==> config.mk <==
export PLATFORM = sky130hd
export DESIGN_NAME = track_merge_arbiter
export DESIGN_NICKNAME = d
export VERILOG_FILES = /design/src/rtl/track_merge_arbiter.sv
export SDC_FILE = /design/constraint.sdc
export NUM_CORES = 1
export LEC_CHECK = 0
export ABC_AREA = 1
export BUFFER_PORTS_ARGS = -buffer_cell sky130_fd_sc_hd__buf_2
export CAP_MARGIN = 20
export CORE_MARGIN = 4
export CORE_UTILIZATION = 45
export DETAILED_ROUTE_END_ITERATION = 8
export PLACE_DENSITY = 0.76
export SYNTH_ARGS = -nofsm -noshare
export SYNTH_HDL_FRONTEND = slang
export SYNTH_SLANG_ARGS = --single-unit
==> constraint.sdc <==
create_clock -name CLOCK -period 2.39 [get_ports CLOCK]
set_input_delay 0.1195 -clock CLOCK [delete_from_list [all_inputs] [get_ports CLOCK]]
set_output_delay 0.1195 -clock CLOCK [all_outputs]
set_load 0.01 [all_outputs]
==> src/rtl/track_merge_arbiter.sv <==
// Merges per-channel formatted track streams into one output FIFO: whole packets
// are granted round-robin, and per-channel end-of-event words are coalesced into one.
module track_merge_arbiter #(
    parameter int unsigned N_IN        = 4,
    parameter int unsigned DATA_W      = 32,
    parameter int unsigned TRACK_WORDS = 7,
    parameter int unsigned TAG_W       = 8
) (
    input  logic                     CLOCK,
    input  logic                     RESET_N,
    input  logic [N_IN-1:0]          ENABLE,
    input  logic [N_IN*DATA_W-1:0]   IN_DATA,
    input  logic [N_IN-1:0]          IN_EP,
    input  logic [N_IN-1:0]          IN_EE,
    input  logic [N_IN-1:0]          IN_EMPTY,
    output logic [N_IN-1:0]          IN_RE,
    output logic [DATA_W-1:0]        OUT_DATA,
    output logic                     OUT_WE,
    output logic                     OUT_EP,
    output logic                     OUT_EE,
    input  logic                     OUT_FULL,
    output logic [N_IN-1:0]          GRANT,
    output logic                     ERR_TAG,
    output logic                     ERR_LEN
);

    localparam int unsigned PTR_W = (N_IN > 1) ? $clog2(N_IN) : 1;
    localparam int unsigned CNT_W = $clog2(TRACK_WORDS + 1);

    typedef enum logic [1:0] {
        S_IDLE,
        S_XFER,
        S_EE_EMIT
    } state_t;

    state_t              state_q, state_d;
    logic [PTR_W-1:0]    rr_q, rr_d;
    logic [PTR_W-1:0]    gidx_q, gidx_d;
    logic [N_IN-1:0]     ee_seen_q, ee_seen_d;
    logic [TAG_W-1:0]    tag_q, tag_d;
    logic [CNT_W-1:0]    cnt_q, cnt_d;
    logic [N_IN-1:0]     grant_q, grant_d;
    logic [DATA_W-1:0]   out_data_q, out_data_d;
    logic                out_we_q, out_we_d;
    logic                out_ep_q, out_ep_d;
    logic                out_ee_q, out_ee_d;
    logic                err_tag_q, err_tag_d;
    logic                err_len_q, err_len_d;

    logic [N_IN-1:0]     re_c;
    logic [N_IN-1:0]     cand;
    logic                all_ee;
    logic                found;
    logic [PTR_W-1:0]    win;
    logic [PTR_W-1:0]    sel;
    logic [DATA_W-1:0]   sel_data;
    logic [CNT_W-1:0]    cnt_nxt;
    int unsigned         idx;

    always_comb begin
        state_d    = state_q;
        rr_d       = rr_q;
        gidx_d     = gidx_q;
        ee_seen_d  = ee_seen_q;
        tag_d      = tag_q;
        cnt_d      = cnt_q;
        grant_d    = grant_q;
        out_data_d = out_data_q;
        out_we_d   = 1'b0;
        out_ep_d   = 1'b0;
        out_ee_d   = 1'b0;
        err_tag_d  = err_tag_q;
        err_len_d  = err_len_q;
        re_c       = '0;
        found      = 1'b0;
        win        = '0;
        idx        = 0;
        cnt_nxt    = cnt_q + CNT_W'(1);

        cand   = ~IN_EMPTY & ENABLE & ~ee_seen_q;
        all_ee = (ENABLE != '0) && (&(ee_seen_q | ~ENABLE));

        // First eligible channel at or after the round-robin pointer
        for (int unsigned i = 0; i < N_IN; i++) begin
            idx = (32'(rr_q) + i) % N_IN;
            if (!found && cand[idx]) begin
                found = 1'b1;
                win   = PTR_W'(idx);
            end
        end

        sel      = (state_q == S_XFER) ? gidx_q : win;
        sel_data = IN_DATA[32'(sel)*DATA_W +: DATA_W];

        case (state_q)
            S_IDLE: begin
                if (all_ee) begin
                    state_d = S_EE_EMIT;
                end else if (found) begin
                    rr_d = PTR_W'((32'(win) + 32'd1) % N_IN);
                    if (IN_EE[win]) begin
                        re_c[win]      = 1'b1;
                        ee_seen_d[win] = 1'b1;
                        if (ee_seen_q == '0) begin
                            tag_d = sel_data[TAG_W-1:0];
                        end else if (sel_data[TAG_W-1:0] != tag_q) begin
                            err_tag_d = 1'b1;
                        end
                    end else begin
                        grant_d      = '0;
                        grant_d[win] = 1'b1;
                        gidx_d       = win;
                        cnt_d        = '0;
                        state_d      = S_XFER;
                    end
                end
            end

            S_XFER: begin
                if (!IN_EMPTY[gidx_q]) begin
                    // An EE at the head means the packet was cut short; close it unpopped
                    if (IN_EE[gidx_q]) begin
                        err_len_d = 1'b1;
                        grant_d   = '0;
                        state_d   = S_IDLE;
                    end else if (!OUT_FULL) begin
                        re_c[gidx_q] = 1'b1;
                        cnt_d        = cnt_nxt;
                        out_we_d     = 1'b1;
                        out_data_d   = sel_data;
                        out_ep_d     = IN_EP[gidx_q];
                        if (IN_EP[gidx_q]) begin
                            if (cnt_nxt != CNT_W'(TRACK_WORDS)) begin
                                err_len_d = 1'b1;
                            end
                            grant_d = '0;
                            state_d = S_IDLE;
                        end else if (cnt_nxt == CNT_W'(TRACK_WORDS)) begin
                            err_len_d = 1'b1;
                            out_ep_d  = 1'b1;
                            grant_d   = '0;
                            state_d   = S_IDLE;
                        end
                    end
                end
            end

            S_EE_EMIT: begin
                if (!OUT_FULL) begin
                    out_we_d   = 1'b1;
                    out_ep_d   = 1'b1;
                    out_ee_d   = 1'b1;
                    out_data_d = DATA_W'(tag_q);
                    ee_seen_d  = '0;
                    state_d    = S_IDLE;
                end
            end

            default: begin
                state_d = S_IDLE;
            end
        endcase
    end

    always_ff @(posedge CLOCK or negedge RESET_N) begin
        if (!RESET_N) begin
            state_q    <= S_IDLE;
            rr_q       <= '0;
            gidx_q     <= '0;
            ee_seen_q  <= '0;
            tag_q      <= '0;
            cnt_q      <= '0;
            grant_q    <= '0;
            out_data_q <= '0;
            out_we_q   <= 1'b0;
            out_ep_q   <= 1'b0;
            out_ee_q   <= 1'b0;
            err_tag_q  <= 1'b0;
            err_len_q  <= 1'b0;
        end else begin
            state_q    <= state_d;
            rr_q       <= rr_d;
            gidx_q     <= gidx_d;
            ee_seen_q  <= ee_seen_d;
            tag_q      <= tag_d;
            cnt_q      <= cnt_d;
            grant_q    <= grant_d;
            out_data_q <= out_data_d;
            out_we_q   <= out_we_d;
            out_ep_q   <= out_ep_d;
            out_ee_q   <= out_ee_d;
            err_tag_q  <= err_tag_d;
            err_len_q  <= err_len_d;
        end
    end

    // Pops are suppressed while reset is held so no input word is lost
    assign IN_RE    = RESET_N ? re_c : '0;
    assign OUT_DATA = out_data_q;
    assign OUT_WE   = out_we_q;
    assign OUT_EP   = out_ep_q;
    assign OUT_EE   = out_ee_q;
    assign GRANT    = grant_q;
    assign ERR_TAG  = err_tag_q;
    assign ERR_LEN  = err_len_q;

endmodule

-- Word level (Yosys, flattened, before mapping)
Index checks and enable logic that the tools add are counted.
- output and inout bits: 45
- flip-flop bits (word level): 62
- shift operators: 1
- muxes and demuxes: 89
- bitwise logic cells: 11
- reduce and logical (&&, ||, !) cells: 27
- magnitude comparators: 8
- add/sub/neg operators: 5
- equal/unequal tests: 19
- operators by type and width (cell ; number):
    $mux 32 ; 4
    $shiftx 128x8->32 ; 1
    $mux 4 ; 19
    $pmux 32 s2 ; 1
    $mux 1 ; 28
    $mux 2 ; 14
    $pmux 4 s2 ; 3
    $reduce_and 5->1 ; 4
    $lt 2x3->1 const B ; 6
    $mux 3 ; 6
    $bmux 1 s2 ; 8
    $ne 2x2->1 const B ; 8
    $reduce_and 7->1 ; 2
    $not 4->4 ; 3
    $reduce_and 6->1 ; 2
    $ne 3x3->1 const B ; 3
    $and 4x4->4 ; 2
    $ne 8x8->1 ; 1
    $or 4x4->4 ; 2
    $reduce_and 4->1 ; 2
    $logic_and 1x1->1 ; 6
    $ne 3x2->1 const B ; 2
    $pmux 2 s3 ; 1
    $pmux 3 s2 ; 1
    19 further kinds ; 31

-- Logic depth before layout (Yosys ltp)
- depth in word-level cells: 24
- gate-level depth with buffers: 23

-- Worst setup path before layout
Ideal clock, no wire load.
- path type: register to register
- from: register rr_q[0]
- to: register err_tag_q, in the netlist ERR_TAG
- data arrival time: 2029 ps
- path buffers: 2
- setup time: 117 ps
- path slack: 244 ps
- stages on the path, launching flop included: 21
- cells stage by stage: dfrtp_1 > buf_6 > inv_4 > nand2_1 > nand2_1 > nor2_1 > nor2_2 > nand4_2 > nand3_4 > nand2_4 > buf_6 > nand2_1 > nand3_1 > nand2_1 > nand2_1 > nand2_1 > nand2_1 > nor2_1 > nand2_1 > nand2_1 > nand2_1
- cells in the longest elaborated chain, start to end: 16
- ends and longest elaborated chain (element ; line ; RTL):
    from (decl) ; 37 ; logic [PTR_W-1:0] rr_q, rr_d;
    from (signal assigned) ; 182 ; rr_q <= rr_d;
    parallel branches: the longest is 15 deep, another holds $add 2x1->2 ; n/a ;
    $reduce_and 6->1 (no line) * ; n/a ;
    to (signal assigned) ; 192 ; err_tag_q <= err_tag_d;
    to (decl) ; 47 ; logic err_tag_q, err_tag_d;
Every way passes the cells marked *. The select of a mux whose other input is x is not followed.
A chain may end at the register's enable or synchronous reset.

-- Final worst setup path
Ends and elaborated chain as after synthesis.

==> flow_results.xml <==
<?xml version="1.0" encoding="UTF-8"?>
<metrics>
  <group name="run_status">
    <metric name="run_status" unit="">finished, violations left</metric>
    <metric name="failed_checks" unit="">setup timing</metric>
  </group>
  <group name="yosys">
    <metric name="synth.net_count" unit="">822</metric>
    <metric name="synth.ff_latch_count" unit="">62</metric>
    <metric name="synth_cell_types" unit="">43</metric>
    <metric name="syn_avg_cell_area" unit="sq um">6.932</metric>
    <metric name="synthCells" unit="">666</metric>
    <metric name="synth.top_cell.area_share" unit="%">33.60</metric>
    <metric name="yosys_warnings" unit="">0</metric>
    <metric name="synth_largest_area_cell" unit="">sky130_fd_sc_hd__dfrtp_1</metric>
    <metric name="yosys-top-cells-area" unit="">sky130_fd_sc_hd__dfrtp_1 (34%), sky130_fd_sc_hd__nand3_1 (8.6%), sky130_fd_sc_hd__nand2_1 (7.9%), sky130_fd_sc_hd__inv_1 (7.6%), sky130_fd_sc_hd__o21ai_0 (7.2%)</metric>
    <metric name="mapped_cell_area" unit="sq mm">0.004617</metric>
    <metric name="sequential_area_share_after_synthesis" unit="%">33.60</metric>
  </group>
  <group name="timing">
    <metric name="maxClockFrequency" unit="MHz">360.2</metric>
    <metric name="timing.slew.headroom" unit="%">53.48</metric>
    <metric name="fin_ws" unit="ns">-0.3864</metric>
    <metric name="worst_hold_slack" unit="ns">0.2044</metric>
    <metric name="min_period_over_period" unit="%">116.2</metric>
    <metric name="final-hold-violation-count" unit="">0</metric>
    <metric name="report.final.slew_viol_count" unit="">0</metric>
    <metric name="final-setup-viol-count" unit="">58</metric>
    <metric name="grt_setup_unrepaired" unit="">yes</metric>
    <metric name="post-route-min-period" unit="ns">2.776</metric>
    <metric name="final.setup_skew" unit="ns">0.01042</metric>
    <metric name="tightest_slew" unit="ns">0.6802</metric>
  </group>
  <group name="routing">
    <metric name="drtIter0Drc" unit="">712</metric>
    <metric name="remaining_number_of_nets_flagged_by_the_antenna_check_after_routing" unit="">0</metric>
    <metric name="post_drt_wl_per_cell" unit="um">18.02</metric>
    <metric name="first_pass_detailed_route_iteration_total" unit="">6</metric>
    <metric name="drt_drc_violations_left" unit="">0</metric>
    <metric name="post_dr_vias_cell" unit="">5.713</metric>
    <metric name="wl" unit="um">18870</metric>
    <metric name="vias" unit="">5982</metric>
  </group>
  <group name="global_routing">
    <metric name="grt_pass1_vias" unit="">5096</metric>
    <metric name="grt-ovfl-total" unit="">0</metric>
    <metric name="pin_count_of_the_biggest_net_entering_global_routing" unit="">65</metric>
    <metric name="globalRouteTotalUtil" unit="%">24.77</metric>
    <metric name="initial_antenna_violation_count" unit="">0</metric>
    <metric name="wire_length_of_the_first_global_routing_pass" unit="um">23650</metric>
  </group>
  <group name="critical_path">
    <metric name="critPathLaunchType" unit="">flip-flop</metric>
    <metric name="crit_path_end_kind" unit="">flip-flop</metric>
    <metric name="critPathMaxFanout" unit="">9</metric>
    <metric name="critPathKind" unit="">reg2reg</metric>
    <metric name="worst-r2r-cell-count" unit="">21</metric>
    <metric name="worst_ep_arrival_time" unit="ns">3.01</metric>
    <metric name="worstPathRequired" unit="ns">2.63</metric>
  </group>
  <group name="cts">
    <metric name="cts_buffers" unit="">9</metric>
    <metric name="cts.reportedPaths.clkPinSlew" unit="ns">0.07</metric>
    <metric name="numClockSinks" unit="">62</metric>
    <metric name="htreeDepth" unit="">3</metric>
    <metric name="cts_tree" unit="">done</metric>
    <metric name="clk_root_buffer_cell" unit="">sky130_fd_sc_hd__clkbuf_8</metric>
    <metric name="clockBufferDepth" unit="">2</metric>
    <metric name="clk_latency" unit="ns">0.34</metric>
  </group>
  <group name="placement">
    <metric name="gp_congestion" unit="">1.047</metric>
    <metric name="port_buffers" unit="">191</metric>
    <metric name="place_worst_setup_slack" unit="ns">-0.1712</metric>
    <metric name="place.detailed.hpwl" unit="um">11330</metric>
    <metric name="dpl_cell_area" unit="sq mm">0.005773</metric>
  </group>
  <group name="cells_and_area">
    <metric name="layout.cells.most_common_list" unit="">sky130_fd_sc_hd__buf_2 (191), sky130_fd_sc_hd__inv_1 (87), sky130_fd_sc_hd__nand2_1 (69)</metric>
    <metric name="final_util" unit="%">73.19</metric>
    <metric name="layout-drive-gt1-share" unit="%">45.08</metric>
    <metric name="num_antenna_cells" unit="">0</metric>
    <metric name="final_stage_net_count" unit="">1065</metric>
    <metric name="layout.cells.most_common" unit="">sky130_fd_sc_hd__buf_2</metric>
    <metric name="fin_area" unit="sq mm">0.007219</metric>
    <metric name="flow.area_growth_from_synthesis" unit="%">56.37</metric>
  </group>
  <group name="floorplan">
    <metric name="fp.dieW" unit="um">109.3</metric>
    <metric name="row_count" unit="">36</metric>
    <metric name="floorplan.io_pins" unit="">192</metric>
    <metric name="die_area" unit="sq mm">0.01194</metric>
    <metric name="initial_cell_density_of_the_core" unit="%">46.80</metric>
    <metric name="placeableCoreArea" unit="sq mm">0.009864</metric>
    <metric name="dieHeight" unit="um">109.3</metric>
  </group>
  <group name="min_path">
    <metric name="hold_depth" unit="">5</metric>
    <metric name="hold_class" unit="">in2reg</metric>
  </group>
  <group name="run">
    <metric name="maxCapViolations" unit="">0</metric>
  </group>
</metrics>
[worst paths after layout]
| check | to | slack (ns) | startpoint |
|---|---|---|---|
| min in group asynchronous | rr_q[1]$_DFFE_PN0P_ | 0.41 | RESET_N |
| worst min-delay path | OUT_DATA[29]$_DFFE_PN0P_ | 0.20 | IN_DATA[29] |
| worst max-delay path | ERR_TAG$_DFFE_PN0P_ | -0.39 | rr_q[0]$_DFFE_PN0P_ |
| worst min register to register | ERR_LEN$_DFFE_PN0P_ | 0.49 | ERR_LEN$_DFFE_PN0P_ |
| max in group asynchronous | OUT_DATA[21]$_DFFE_PN0P_ | 1.66 | RESET_N |
| worst max register to register | ERR_TAG$_DFFE_PN0P_ | -0.39 | rr_q[0]$_DFFE_PN0P_ |
[state kept, by name (all words and copies together), names as in the netlist]
name,flops
tag_q,8
OUT_EP,1
OUT_DATA,32
gidx_q,2
OUT_WE,1
ee_seen_q,4
state_q,2
rr_q,2
OUT_EE,1
GRANT,4
ERR_TAG,1
cnt_q,3
ERR_LEN,1
[through the flow]
step | std cells | setup TNS [ns]
after floorplan | 666 | 0
after global placement | 983 | -0.05905
after detailed placement | 983 | -2.661
after CTS | 1012 | -0.8429
after global routing | 1047 | -16.85
final | 1047 | -10.56
[critical path, cell delays in order (launching register included)]
cell                       delay (ns)
sky130_fd_sc_hd__dfrtp_2         0.49
sky130_fd_sc_hd__buf_12          0.16
sky130_fd_sc_hd__xnor2_4         0.14
sky130_fd_sc_hd__nand3_2         0.13
sky130_fd_sc_hd__nand2_4         0.11
sky130_fd_sc_hd__nand2_2         0.06
sky130_fd_sc_hd__nand2_1         0.05
sky130_fd_sc_hd__nand2_1         0.07
sky130_fd_sc_hd__nand2_2         0.10
sky130_fd_sc_hd__buf_6           0.11
sky130_fd_sc_hd__nand3_4         0.16
sky130_fd_sc_hd__buf_12          0.20
sky130_fd_sc_hd__nand3b_1        0.08
sky130_fd_sc_hd__nand3_1         0.15
sky130_fd_sc_hd__nand2_2         0.13
sky130_fd_sc_hd__nand2_1         0.06
sky130_fd_sc_hd__nand2_1         0.08
sky130_fd_sc_hd__nand2_1         0.08
sky130_fd_sc_hd__nor2_1          0.11
sky130_fd_sc_hd__nand2_1         0.07
sky130_fd_sc_hd__nand2_1         0.07
sky130_fd_sc_hd__nand2_1         0.06
[cell type report]
cell class | count | area, sq um
clock buffer | 13 | 168.9
clock inverter | 3 | 17.52
fill | 712 | 2645
inverter | 99 | 386.6
multi-input combinational | 475 | 3103
sequential | 62 | 1554
tap | 133 | 166.4
timing repair buffer | 262 | 1823
[Yosys cell counts, drive strengths merged]
master	count
xor2	1
a221oi	3
dfrtp	62
o22ai	33
nand3	82
clkinv	2
a2111oi	1
xnor2	2
clkbuf	17
nand2	109
a22oi	4
nor2	80
buf	18
o21a	2
a21oi	10
nand3b	16
and2	1
o31ai	2
a22o	2
o211ai	2
ha	9
o21ai	101
nor4	2
inv	97
a21o	1
a211oi	1
nand4	6
[metal layers]
layer  part of all wire [%]  wire [um]  global-route usage, %
met4                    5.0        941                  10.77
met3                    9.3       1749                  3.758
met1                     35       6690                  29.02
met2                     50       9485                  44.78
met5                      0          0                      0
[logic make-up (layout without fill, tap and decap cells)]
kind of cell,after synthesis,after routing,synth area share (%)
AND/OR/NAND/NOR,296,301,30.11
AO/OA/AOI/OAI,162,162,20.05
buffers and inverters,134,377,12.90
flip-flops,62,62,33.60
adder cells (fa/ha/maj),9,9,2.439
XOR/XNOR,3,3,0.8945
[timing repair]
action / 4_1_cts / 5_1_grt
endpoints found under the hold margin: 62 / 0
hold buffers: 1 / 0
resized for setup: 64 / 142
cloned: 1 / 14
setup endpoints to repair: 51 / 60
pin swaps: 21 / 27
setup buffers: 11 / 21
Power is not shown: default switching activity piles up to over one toggle a cycle in this logic, so the estimate is an artifact.
